File: src/rtl/life_grid_reader_if.sv
// rtl/life_grid_reader_if.sv - row stream bus between the grid reader and its sink
interface life_grid_reader_if #(
    parameter int N = 8
);
    localparam int IW = (N > 1) ? $clog2(N) : 1;

    logic [N-1:0]  row_data;
    logic [IW-1:0] row_idx;
    logic          row_valid;
    logic          row_ready;

    modport master (
        output row_data,
        output row_idx,
        output row_valid,
        input  row_ready
    );

    modport slave (
        input  row_data,
        input  row_idx,
        input  row_valid,
        output row_ready
    );
endinterface

File: src/rtl/life_grid_reader.sv
// rtl/life_grid_reader.sv - streams a captured N*N life board out one row per handshake (optional LIFE_POPCOUNT_EN)
module life_grid_reader #(
    parameter int N   = 8,
    parameter int GCW = 16,
    localparam int IW  = (N > 1) ? $clog2(N) : 1,
    localparam int PCW = $clog2(N * N + 1)
) (
    input  logic                    clk_i,
    input  logic                    rst_ni,
    input  logic [N*N-1:0]          grid_i,
    input  logic                    gen_strobe_i,
    life_grid_reader_if.master      row_if,
    output logic                    frame_done_o,
    output logic                    busy_o,
    output logic [GCW-1:0]          gen_count_o,
    output logic [7:0]              drop_cnt_o,
    output logic [PCW-1:0]          pop_count_o
);
    typedef enum logic [1:0] {
        IDLE = 2'd0,
        SEND = 2'd1,
        DONE = 2'd2
    } state_t;

    state_t           state_q, state_d;
    logic [N*N-1:0]   shadow_q, shadow_d;
    logic [IW-1:0]    idx_q, idx_d;
    logic [GCW-1:0]   gen_q, gen_d;
    logic [7:0]       drop_q, drop_d;
    logic [N-1:0]     row_sel;

    // State and frame registers; reset abandons any frame in flight
    always_ff @(posedge clk_i or negedge rst_ni) begin
        if (!rst_ni) begin
            state_q  <= IDLE;
            shadow_q <= '0;
            idx_q    <= '0;
            gen_q    <= '0;
            drop_q   <= '0;
        end else begin
            state_q  <= state_d;
            shadow_q <= shadow_d;
            idx_q    <= idx_d;
            gen_q    <= gen_d;
            drop_q   <= drop_d;
        end
    end

    // Next-state logic: capture on strobe in IDLE, walk rows in SEND, count in DONE
    always_comb begin
        state_d      = state_q;
        shadow_d     = shadow_q;
        idx_d        = idx_q;
        gen_d        = gen_q;
        drop_d       = drop_q;
        frame_done_o = 1'b0;
        case (state_q)
            IDLE: begin
                if (gen_strobe_i) begin
                    shadow_d = grid_i;
                    idx_d    = '0;
                    state_d  = SEND;
                end
            end
            SEND: begin
                if (gen_strobe_i && drop_q != 8'hFF) begin
                    drop_d = drop_q + 8'd1;
                end
                if (row_if.row_ready) begin
                    if (idx_q == IW'(N - 1)) begin
                        state_d = DONE;
                    end else begin
                        idx_d = idx_q + IW'(1);
                    end
                end
            end
            DONE: begin
                frame_done_o = 1'b1;
                gen_d        = gen_q + GCW'(1);
                if (gen_strobe_i && drop_q != 8'hFF) begin
                    drop_d = drop_q + 8'd1;
                end
                state_d = IDLE;
            end
            default: state_d = IDLE;
        endcase
    end

    // Row mux: select the shadow slice addressed by the current row index
    always_comb begin
        row_sel = '0;
        for (int r = 0; r < N; r++) begin
            if (idx_q == IW'(r)) begin
                row_sel = shadow_q[r*N +: N];
            end
        end
    end

    assign row_if.row_data  = row_sel;
    assign row_if.row_idx   = idx_q;
    assign row_if.row_valid = (state_q == SEND);
    assign busy_o           = (state_q == SEND) || (state_q == DONE);
    assign gen_count_o      = gen_q;
    assign drop_cnt_o       = drop_q;

`ifdef LIFE_POPCOUNT_EN
    logic [PCW-1:0] pop_q, pop_sum;

    // Live-cell count of the shadow board, combinational adder chain
    always_comb begin
        pop_sum = '0;
        for (int k = 0; k < N * N; k++) begin
            pop_sum = pop_sum + PCW'(shadow_q[k]);
        end
    end

    // Latch the count when the frame completes; hold until the next frame
    always_ff @(posedge clk_i or negedge rst_ni) begin
        if (!rst_ni) begin
            pop_q <= '0;
        end else if (state_q == DONE) begin
            pop_q <= pop_sum;
        end
    end

    assign pop_count_o = pop_q;
`else
    assign pop_count_o = '0;
`endif
endmodule

File: src/flat_wrapper.sv
// flat-port wrapper written by rule: the top's interface ports become plain ports
module life_grid_reader_flat 
#(
    parameter int N   = 8,
    parameter int GCW = 16,
    localparam int IW  = (N > 1) ? $clog2(N) : 1,
    localparam int PCW = $clog2(N * N + 1)
)
  (clk_i, rst_ni, grid_i, gen_strobe_i, frame_done_o, busy_o, gen_count_o, drop_cnt_o, pop_count_o, row_if_row_data, row_if_row_idx, row_if_row_valid, row_if_row_ready);
  life_grid_reader_if #(.N(N)) row_if_i ();
  input  logic clk_i;
  input  logic rst_ni;
  input  logic [N*N-1:0] grid_i;
  input  logic gen_strobe_i;
  output logic frame_done_o;
  output logic busy_o;
  output logic [GCW-1:0] gen_count_o;
  output logic [7:0] drop_cnt_o;
  output logic [PCW-1:0] pop_count_o;
  output wire logic [$bits(row_if_i.row_data)-1:0] row_if_row_data;
  output wire logic [$bits(row_if_i.row_idx)-1:0] row_if_row_idx;
  output wire logic [$bits(row_if_i.row_valid)-1:0] row_if_row_valid;
  input wire logic [$bits(row_if_i.row_ready)-1:0] row_if_row_ready;
  assign row_if_row_data = row_if_i.row_data;
  assign row_if_row_idx = row_if_i.row_idx;
  assign row_if_row_valid = row_if_i.row_valid;
  assign row_if_i.row_ready = row_if_row_ready;
  life_grid_reader #(.N(N), .GCW(GCW)) u_core (.clk_i(clk_i), .rst_ni(rst_ni), .grid_i(grid_i), .gen_strobe_i(gen_strobe_i), .row_if(row_if_i), .frame_done_o(frame_done_o), .busy_o(busy_o), .gen_count_o(gen_count_o), .drop_cnt_o(drop_cnt_o), .pop_count_o(pop_count_o));
endmodule
File: config.mk
export PLATFORM = sky130hd
export DESIGN_NAME = life_grid_reader_flat
export DESIGN_NICKNAME = d
export VERILOG_FILES = /design/src/rtl/life_grid_reader_if.sv /design/src/rtl/life_grid_reader.sv /design/src/flat_wrapper.sv
export SDC_FILE = /design/constraint.sdc
export NUM_CORES = 1
export LEC_CHECK = 0
export CORE_MARGIN = 2
export CORE_UTILIZATION = 45
export DETAILED_ROUTE_END_ITERATION = 7
export PLACE_DENSITY = 0.7
export SYNTH_ARGS = -nofsm -noshare
export SYNTH_HDL_FRONTEND = slang
export SYNTH_SLANG_ARGS = --single-unit
File: constraint.sdc
create_clock -name clk_i -period 6.1 [get_ports clk_i]
set_input_delay 1.22 -clock clk_i [delete_from_list [all_inputs] [get_ports clk_i]]
set_output_delay 1.22 -clock clk_i [all_outputs]
set_load 0.02 [all_outputs]
; After elaboration in Yosys (flattened, before gate mapping)
; Cells that the tools add are included.
[totals]
regBits = 93
inputBits = 68
output_inout_bits = 45
word_cells = 49
[classes]
add_sub_neg = 3
n_eq_ne = 14
mux = 17
reduce_logical = 10
[op_table]
columns = operator, count
row1 = 8-bit 2-to-1 mux, 8
row2 = 16-bit by 1-bit adder with 16-bit output (second input constant), 1
row3 = 3-bit equality test (second input constant), 4
row4 = 3-bit 2-to-1 mux, 3
row5 = 8-bit by 1-bit adder with 8-bit output (second input constant), 1
row6 = 8-bit != test (second input constant), 1
row7 = 3-bit by 2-bit equality test with 1-bit output (second input constant), 2
row8 = 2-bit 2-to-1 mux, 3
row9 = 3-bit case mux with 2 select lines, 1
row10 = 2-bit by 1-bit != test with 1-bit output (second input constant), 2
row11 = 2-bit != test (second input constant), 2
row12 = 2-bit case mux with 2 select lines, 1
row13 = 2-bit AND reduction, 2
row14 = 4-bit AND reduction, 1
row15 = 3-bit by 1-bit adder with 3-bit output (second input constant), 1
row16 = 3-bit by 1-bit equality test with 1-bit output (second input constant), 1
row17 = 3-bit zero test, 1
row18 = 3-bit AND reduction, 1
row19 = 2-bit by 1-bit equality test with 1-bit output (second input constant), 1
row20 = 2-bit equality test (second input constant), 1
row21 = 2-bit zero test, 1
row22 = 2-bit nonzero test, 1
row23 = 2-bit OR reduction, 1
row24 = 1-bit logical AND, 1
row25 = other kinds (2), 2

; Depth between registers and ports, before layout
; Gate-level depths: netlist of run 1.
[depth]
word_depth = 9
mapped_depth = 8
mapped_depth_nobuf = 6

; Least setup slack after synthesis of run 1
; No wires, ideal clock.
[synth_path]
path_kind = flip-flop to output port
from = register u_core.idx_q[2] (netlist: u_core.row_if.row_idx[2])
to = output row_if_row_data[6]
arrival_ns = 2.200
required_time_ns = 4.880
slack_ns = 2.680
stages_incl_launch_ff = 9
n_path_buf = 2
path_cell_list = dfrtp_1 > buf_2 > inv_1 > ha_1 > clkbuf_1 > nand2_1 > a221oi_1 > a311oi_1 > o31ai_1
[synth_via]
elab_chain_cells = 9
word_cells_on_any_way = 16
cone_classes = 7 x eq/ne / 8 x mux / 1 x reduce/logical
[synth_rtl]
columns = item, line_no
row1 = from (decl), life_grid_reader.sv:27  ; logic [IW-1:0] idx_q, idx_d;
row2 = from (signal assigned), life_grid_reader.sv:43  ; idx_q <= idx_d;
row3 = 3-bit zero test, life_grid_reader.sv:93  ; if (idx_q == IW'(r)) begin
row4 = 8-bit 2-to-1 mux (7 in series), life_grid_reader.sv:93
row5 = 8-bit 2-to-1 mux (*), life_grid_reader.sv:93
row6 = to (decl), flat_wrapper.sv:20  ; output wire logic [$bits(row_if_i.row_data)-1:0] row_if_row_data;
; Every way passes the cells marked *; elsewhere a longest branch is shown, timed or not.

; Final worst setup path of run 1
[layout_path]
from = register u_core.idx_q[1] (netlist: u_core.row_if.row_idx[1])
to = output row_if_row_data[6]
; Same word-level chain as after synthesis.

==> qor.csv, run 1 <==
metric,value,unit
grt_pass1_vias,3333,
synth_enable_flop_cells,0,
io_buffers,105,
final_area,0.00582,mm^2
post-cts-setup-buffer-count,0,
die_area,0.0109,mm^2
place.gp.congestion,0.940,
synthCells,373,
place_hpwl,7690,um
synth-seq-cells,93,
dpl_cell_area,0.00563,mm^2
worstPathMaxFanout,25,
antenna_found_initial,0,
max-cap-violations,0,
netlist_area,0.00452,mm^2
wl,10400,um
tightest_slew,0.925,ns
critPathKind,reg -> out,
area_growth,28.9,%
final_common_cell,clkdlybuf4s50_1,
grt_pass1_wl,16900,um
synth_area_leader_cell,dfrtp_1,
placedCellCount,595,
ant_nets,0,
worst_setup_path_start_kind,register,
fin_crit_sh,72.9,%
ys_async_sr_fraction,100,%
core,0.00977,mm^2
fillers,834,
cts_resized,0,
peakVddDrop,0.228,mV
avgSynthCellArea,12.1,um^2
clkLatencyLatePin,0.36,ns
hold_slack,0.481,ns
status,"finished, final reports clean",
fin_crit,4.45,ns
io_pins,113,
relSlewSlack,38.4,%
drcViolationCount,0,
cts_max_path_buffers,2,
clockRootBuffer,clkbuf_8,
dieWidth,104,um
multiInputGateArea,0.00202,mm^2
yosysTopAreaCellShare,51.5,%
power.density,453,mW/mm^2
yosysUniqueCellTypes,45,
ys_seq_area_share,51.5,%
vias_per_cell,5.35,
start_util,46.2,%
p_total,0.00264,W
finalMaxSlewViolations,0,
layout_common_cells,"clkdlybuf4s50_1, dfrtp_1, mux2_2",
seqCellArea,0.00233,mm^2
final_cell_count_no_fill,611,
rsz0062_at_grt,no,
hold_violations,0,
wl_per_cell,17.1,um
die_y,104,um
drive_gt1_share,19.9,%
p_leak,2.49,nW
end_kind,output pin,
min_path_type,reg -> reg,
synthTopCellsByArea,"dfrtp_1, mux2_2, ha_1",
path_clk_slew,0.10,ns
arrival,3.23,ns
htreeDepth,3,
cts_tree,done,
grt_use_total,19.5,%
fin_nets,552,
max_freq,225,MHz
vias,3268,
clock_skew,0.0136,ns
ctsHoldBuffers,0,
cts_buffers,9,
cp.required,4.88,ns
drt_first_iter_violations,189,
rows,36,
cts_sinks,93,
firstDrtPassIters,4,
ys.flop_type,dfrtp_1,
grt-ovfl-total,0,
fin_setup_tns,0,ns
antenna_cells,0,
finalSetupViolations,0,
ys_warn_count,0,
grt_max_degree,65,
-- logic make-up after synthesis --
| kind of cell | count (synthesis) | share of synthesized area [%] |
|---|---|---|
| buf+inv | 38 | 4.38 |
| mux | 71 | 17.6 |
| simple gates | 72 | 8.47 |
| xor+xnor | 19 | 3.68 |
| compound gates | 68 | 11.2 |
| fa+ha+maj | 11 | 3.05 |
| flops | 93 | 51.5 |
| other cells | 1 | 0.0830 |
-- stage by stage --
step	worst slack (ns)	util (%)
after floorplan	2.68	-
after global placement	2.26	57.6
after detailed placement	2.10	57.6
after CTS	1.67	59.6
after global routing	1.48	59.6
final	1.65	59.6
-- synth_stat cells, types with 3 or more instances --
cell,number
a21oi_1,7
a221o_1,6
a221oi_1,7
a22o_1,7
a22oi_1,5
and3_1,3
buf_2,8
buf_4,8
clkbuf_1,6
dfrtp_1,93
ha_1,11
inv_1,14
mux2_2,68
mux2i_1,3
nand2_1,26
nand3_1,4
nand4_1,6
nor2_1,13
nor3_1,6
o211ai_1,3
o21a_1,4
o21ai_0,15
xnor2_1,4
xor2_1,15
-- path summary, 6_finish.rpt --
check                                              start                endpoint  slack (ns)  cells after the start
worst max-delay path            u_core.row_if.row_idx[1]      row_if_row_data[6]        1.65                      7
worst min-delay path              u_core.gen_count_o[15]  u_core.gen_count_o[15]        0.48                      1
worst max register to register  u_core.row_if.row_idx[2]       u_core.state_q[0]        3.98                      3
worst min register to register    u_core.gen_count_o[15]  u_core.gen_count_o[15]        0.48                      1
max in group asynchronous                         rst_ni     u_core.shadow_q[30]        4.22                      2
min in group asynchronous                         rst_ni    u_core.drop_cnt_o[7]        0.84                      1
-- cell type report --
type | instances | area share, %
Tap cell | 133 | 2.86
Inverter | 14 | 0.902
Clock buffer | 11 | 2.60
Sequential cell | 93 | 40.0
Timing Repair Buffer | 107 | 18.3
Multi-Input combinational cell | 248 | 34.7
Clock inverter | 5 | 0.752
-- state kept, by name, indices dropped and copies added, names as in the netlist --
signal,count
u_core.drop_cnt_o,8
u_core.gen_count_o,16
u_core.row_if.row_idx,3
u_core.shadow_q,64
u_core.state_q,2
-- power breakdown --
part / total, W / switching, W / internal (W)
combinational: 0.00117 / 0.000557 / 0.000618
clock: 0.000401 / 0.000226 / 0.000175
sequential: 0.00106 / 0.000196 / 0.000869
-- worst max-delay path: stages, from the launching register on --
cell and delay (ns):
dfrtp_1 0.45, inv_1 0.11, ha_1 0.75, nor2b_4 0.15, a221o_1 0.35, a311oi_1 0.36
o31ai_1 0.12, clkdlybuf4s50_1 0.57
-- layer usage --
metal | vias up | track usage, % | part of all wire [%] | wire [um]
met3 | 16 | 4.07 | 5.4 | 566
met1 | 1614 | 27.3 | 45 | 4750
met2 | 100 | 29.8 | 47 | 4950
met4 | 0 | 7.53 | 1.7 | 173
li1 | 1538 | - | - | -
met5 | - | 0 | 0 | 0
No activity file was read; power rests on OpenSTA's default activity.
==> inputs of run 2 (changes only) <==
PLACE_DENSITY = 0.73   (was 0.7)
clock period = 3.59 ns   (was 6.1 ns; I/O delays follow)
==> run 2 against run 1 <==
Effect of this change: combinational power is 74% higher; cell area is 0.86% higher; utilization is 0.51 points higher; setup slack worse by 1.5 ns; global-route usage is 0.27 points higher; register-to-register slack worse by 2.2 ns; clock skew is 0.0067 ns lower; first-iteration DRC count is 10% lower; non-clock buffer count is 5 higher; highest routed layer unchanged.
==> qor.csv, run 2 (synthesized netlist as in run 1, its figures left out) <==
metric,value,unit,change
fin_setup_tns,0,ns,unchanged
cts_buffers,9,,unchanged
clock_skew,0.00690,ns,-0.00671 ns
antenna_found_initial,0,,unchanged
rsz0062_at_grt,no,,
fillers,829,,-0.60%
cp.required,2.87,ns,-2.01 ns
peakVddDrop,0.449,mV,+97%
max_freq,292,MHz,
min_path_type,in -> async,,
status,"finished, final reports clean",,
clockRootBuffer,clkbuf_8,,
utilization,60.1,%,+0.51 points
final_area,0.00587,mm^2,+0.86%
place_hpwl,8030,um,+4.4%
die_area,0.0109,mm^2,unchanged
rows,36,,unchanged
path_buf_inv,3,,+1
arrival,2.70,ns,-0.53 ns
critPathSlowestCell,clkdlybuf4s50_1,,
finalMaxSlewViolations,0,,unchanged
top_register,u_core.shadow_q,,
largest_reg_flops,64,,unchanged
place.gp.congestion,0.939,,-0.14%
critPathKind,reg -> out,,
relSlewSlack,53.8,%,+15 points
final_common_cell,clkdlybuf4s50_1,,
vias_per_cell,5.36,,+0.22%
fin_nets,557,,+0.91%
cts_resized,1,,+1
p_leak,2.52,nW,+1.1%
max-cap-violations,0,,unchanged
cts_max_path_buffers,2,,unchanged
worst_setup_path_start_kind,register,,
io_buffers,105,,unchanged
cts_tree,done,,
tightest_slew,0.694,ns,-0.231 ns
area_growth,30.0,%,
r2r_setup_slack,1.77,ns,-2.21 ns
grt_pass1_vias,3281,,-1.6%
firstDrtPassIters,6,,+2
finalSetupViolations,0,,unchanged
path_clk_slew,0.09,ns,about the same
wl_per_cell,16.9,um,-1.1%
start_util,46.2,%,unchanged
cpPeakStageDelay,0.56,ns,-0.19 ns
power.density,769,mW/mm^2,+70%
fin_crit_sh,95.2,%,
dieWidth,104,um,unchanged
ant_nets,0,,unchanged
crit_family,buffers and inverters,,
grt_max_degree,56,,-14%
core,0.00977,mm^2,unchanged
drive_gt1_share,21.5,%,+1.7 points
cts_sinks,93,,unchanged
cp_cell_sequence,inv_1 -> ha_2 -> buf_4 -> a221oi_1 -> o221ai_1 -> a22o_1 -> clkdlybuf4s50_1,,
p_total,0.00452,W,+71%
wl,10400,um,-0.31%
worstPathMaxFanout,16,,-36%
post-cts-setup-buffer-count,0,,unchanged
end_kind,output pin,,
drcViolationCount,0,,unchanged
grt-ovfl-total,0,,unchanged
grt_pass1_wl,17000,um,+0.65%
hold_violations,0,,unchanged
die_y,104,um,unchanged
io_pins,113,,unchanged
fin_crit,3.42,ns,
vias,3302,,+1.0%
ctsHoldBuffers,0,,unchanged
antenna_cells,0,,unchanged
clkLatencyLatePin,0.36,ns,about the same
layout_common_cells,"clkdlybuf4s50_1, dfrtp_1, mux2_2",,
grt_use_total,19.8,%,+0.27 points
htreeDepth,3,,unchanged
drt_first_iter_violations,170,,-10%
dpl_cell_area,0.00567,mm^2,+0.67%
## run 2: cell type report
type	count	area [um^2]	area share [%]
clock inverters	5	60.1	1.02
flip-flops and latches	93	2330	39.6
inverters	14	52.6	0.895
repair buffers	112	1100	18.8
clock buffers	11	131	2.24
multi-input cells	248	2030	34.6
well taps	133	166	2.83
## run 2: metrics by stage
| step | hold slack [ns] | worst slack [ns] | std cells |
|---|---|---|---|
| global route | 0.429 | 0.0251 | 616 |
| floorplan | 0.422 | 0.672 | 379 |
| global placement | 0.463 | 0.440 | 600 |
| finish | 0.389 | 0.171 | 616 |
| CTS | 0.409 | 0.00976 | 616 |
| detailed placement | 0.464 | 0.391 | 600 |
## run 2: path summary, 6_finish.rpt
path,startpoint,endpoint,cells after the start
max,u_core.row_if.row_idx[1],row_if_row_data[3],7
min,rst_ni,u_core.drop_cnt_o[1],1
max reg2reg,u_core.row_if.row_idx[1],u_core.state_q[0],4
min reg2reg,u_core.gen_count_o[15],u_core.gen_count_o[15],1
max in group asynchronous,rst_ni,u_core.shadow_q[62],2
min in group clk_i,u_core.gen_count_o[15],u_core.gen_count_o[15],1
## run 2: worst register-to-register path, stage by stage (launching register included)
cell	delay (ns)
dfrtp_1	0.44
ha_1	0.23
ha_2	0.53
o21a_1	0.18
mux2_2	0.33
## run 2: per-layer routing
metal	GRT usage (%)	wire length (um)	part of all wire, %	vias up
met5	0	0	0	-
met4	6.56	183	1.8	0
met3	4.01	716	6.9	15
met2	31.0	4860	47	134
met1	27.6	4640	45	1606
li1	-	-	-	1547
## run 2: power by group
part,internal [W],switching [W]
Sequential,0.00148,0.000318
Clock,0.000325,0.000364
Combinational,0.00107,0.000964
Total,0.00287,0.00165
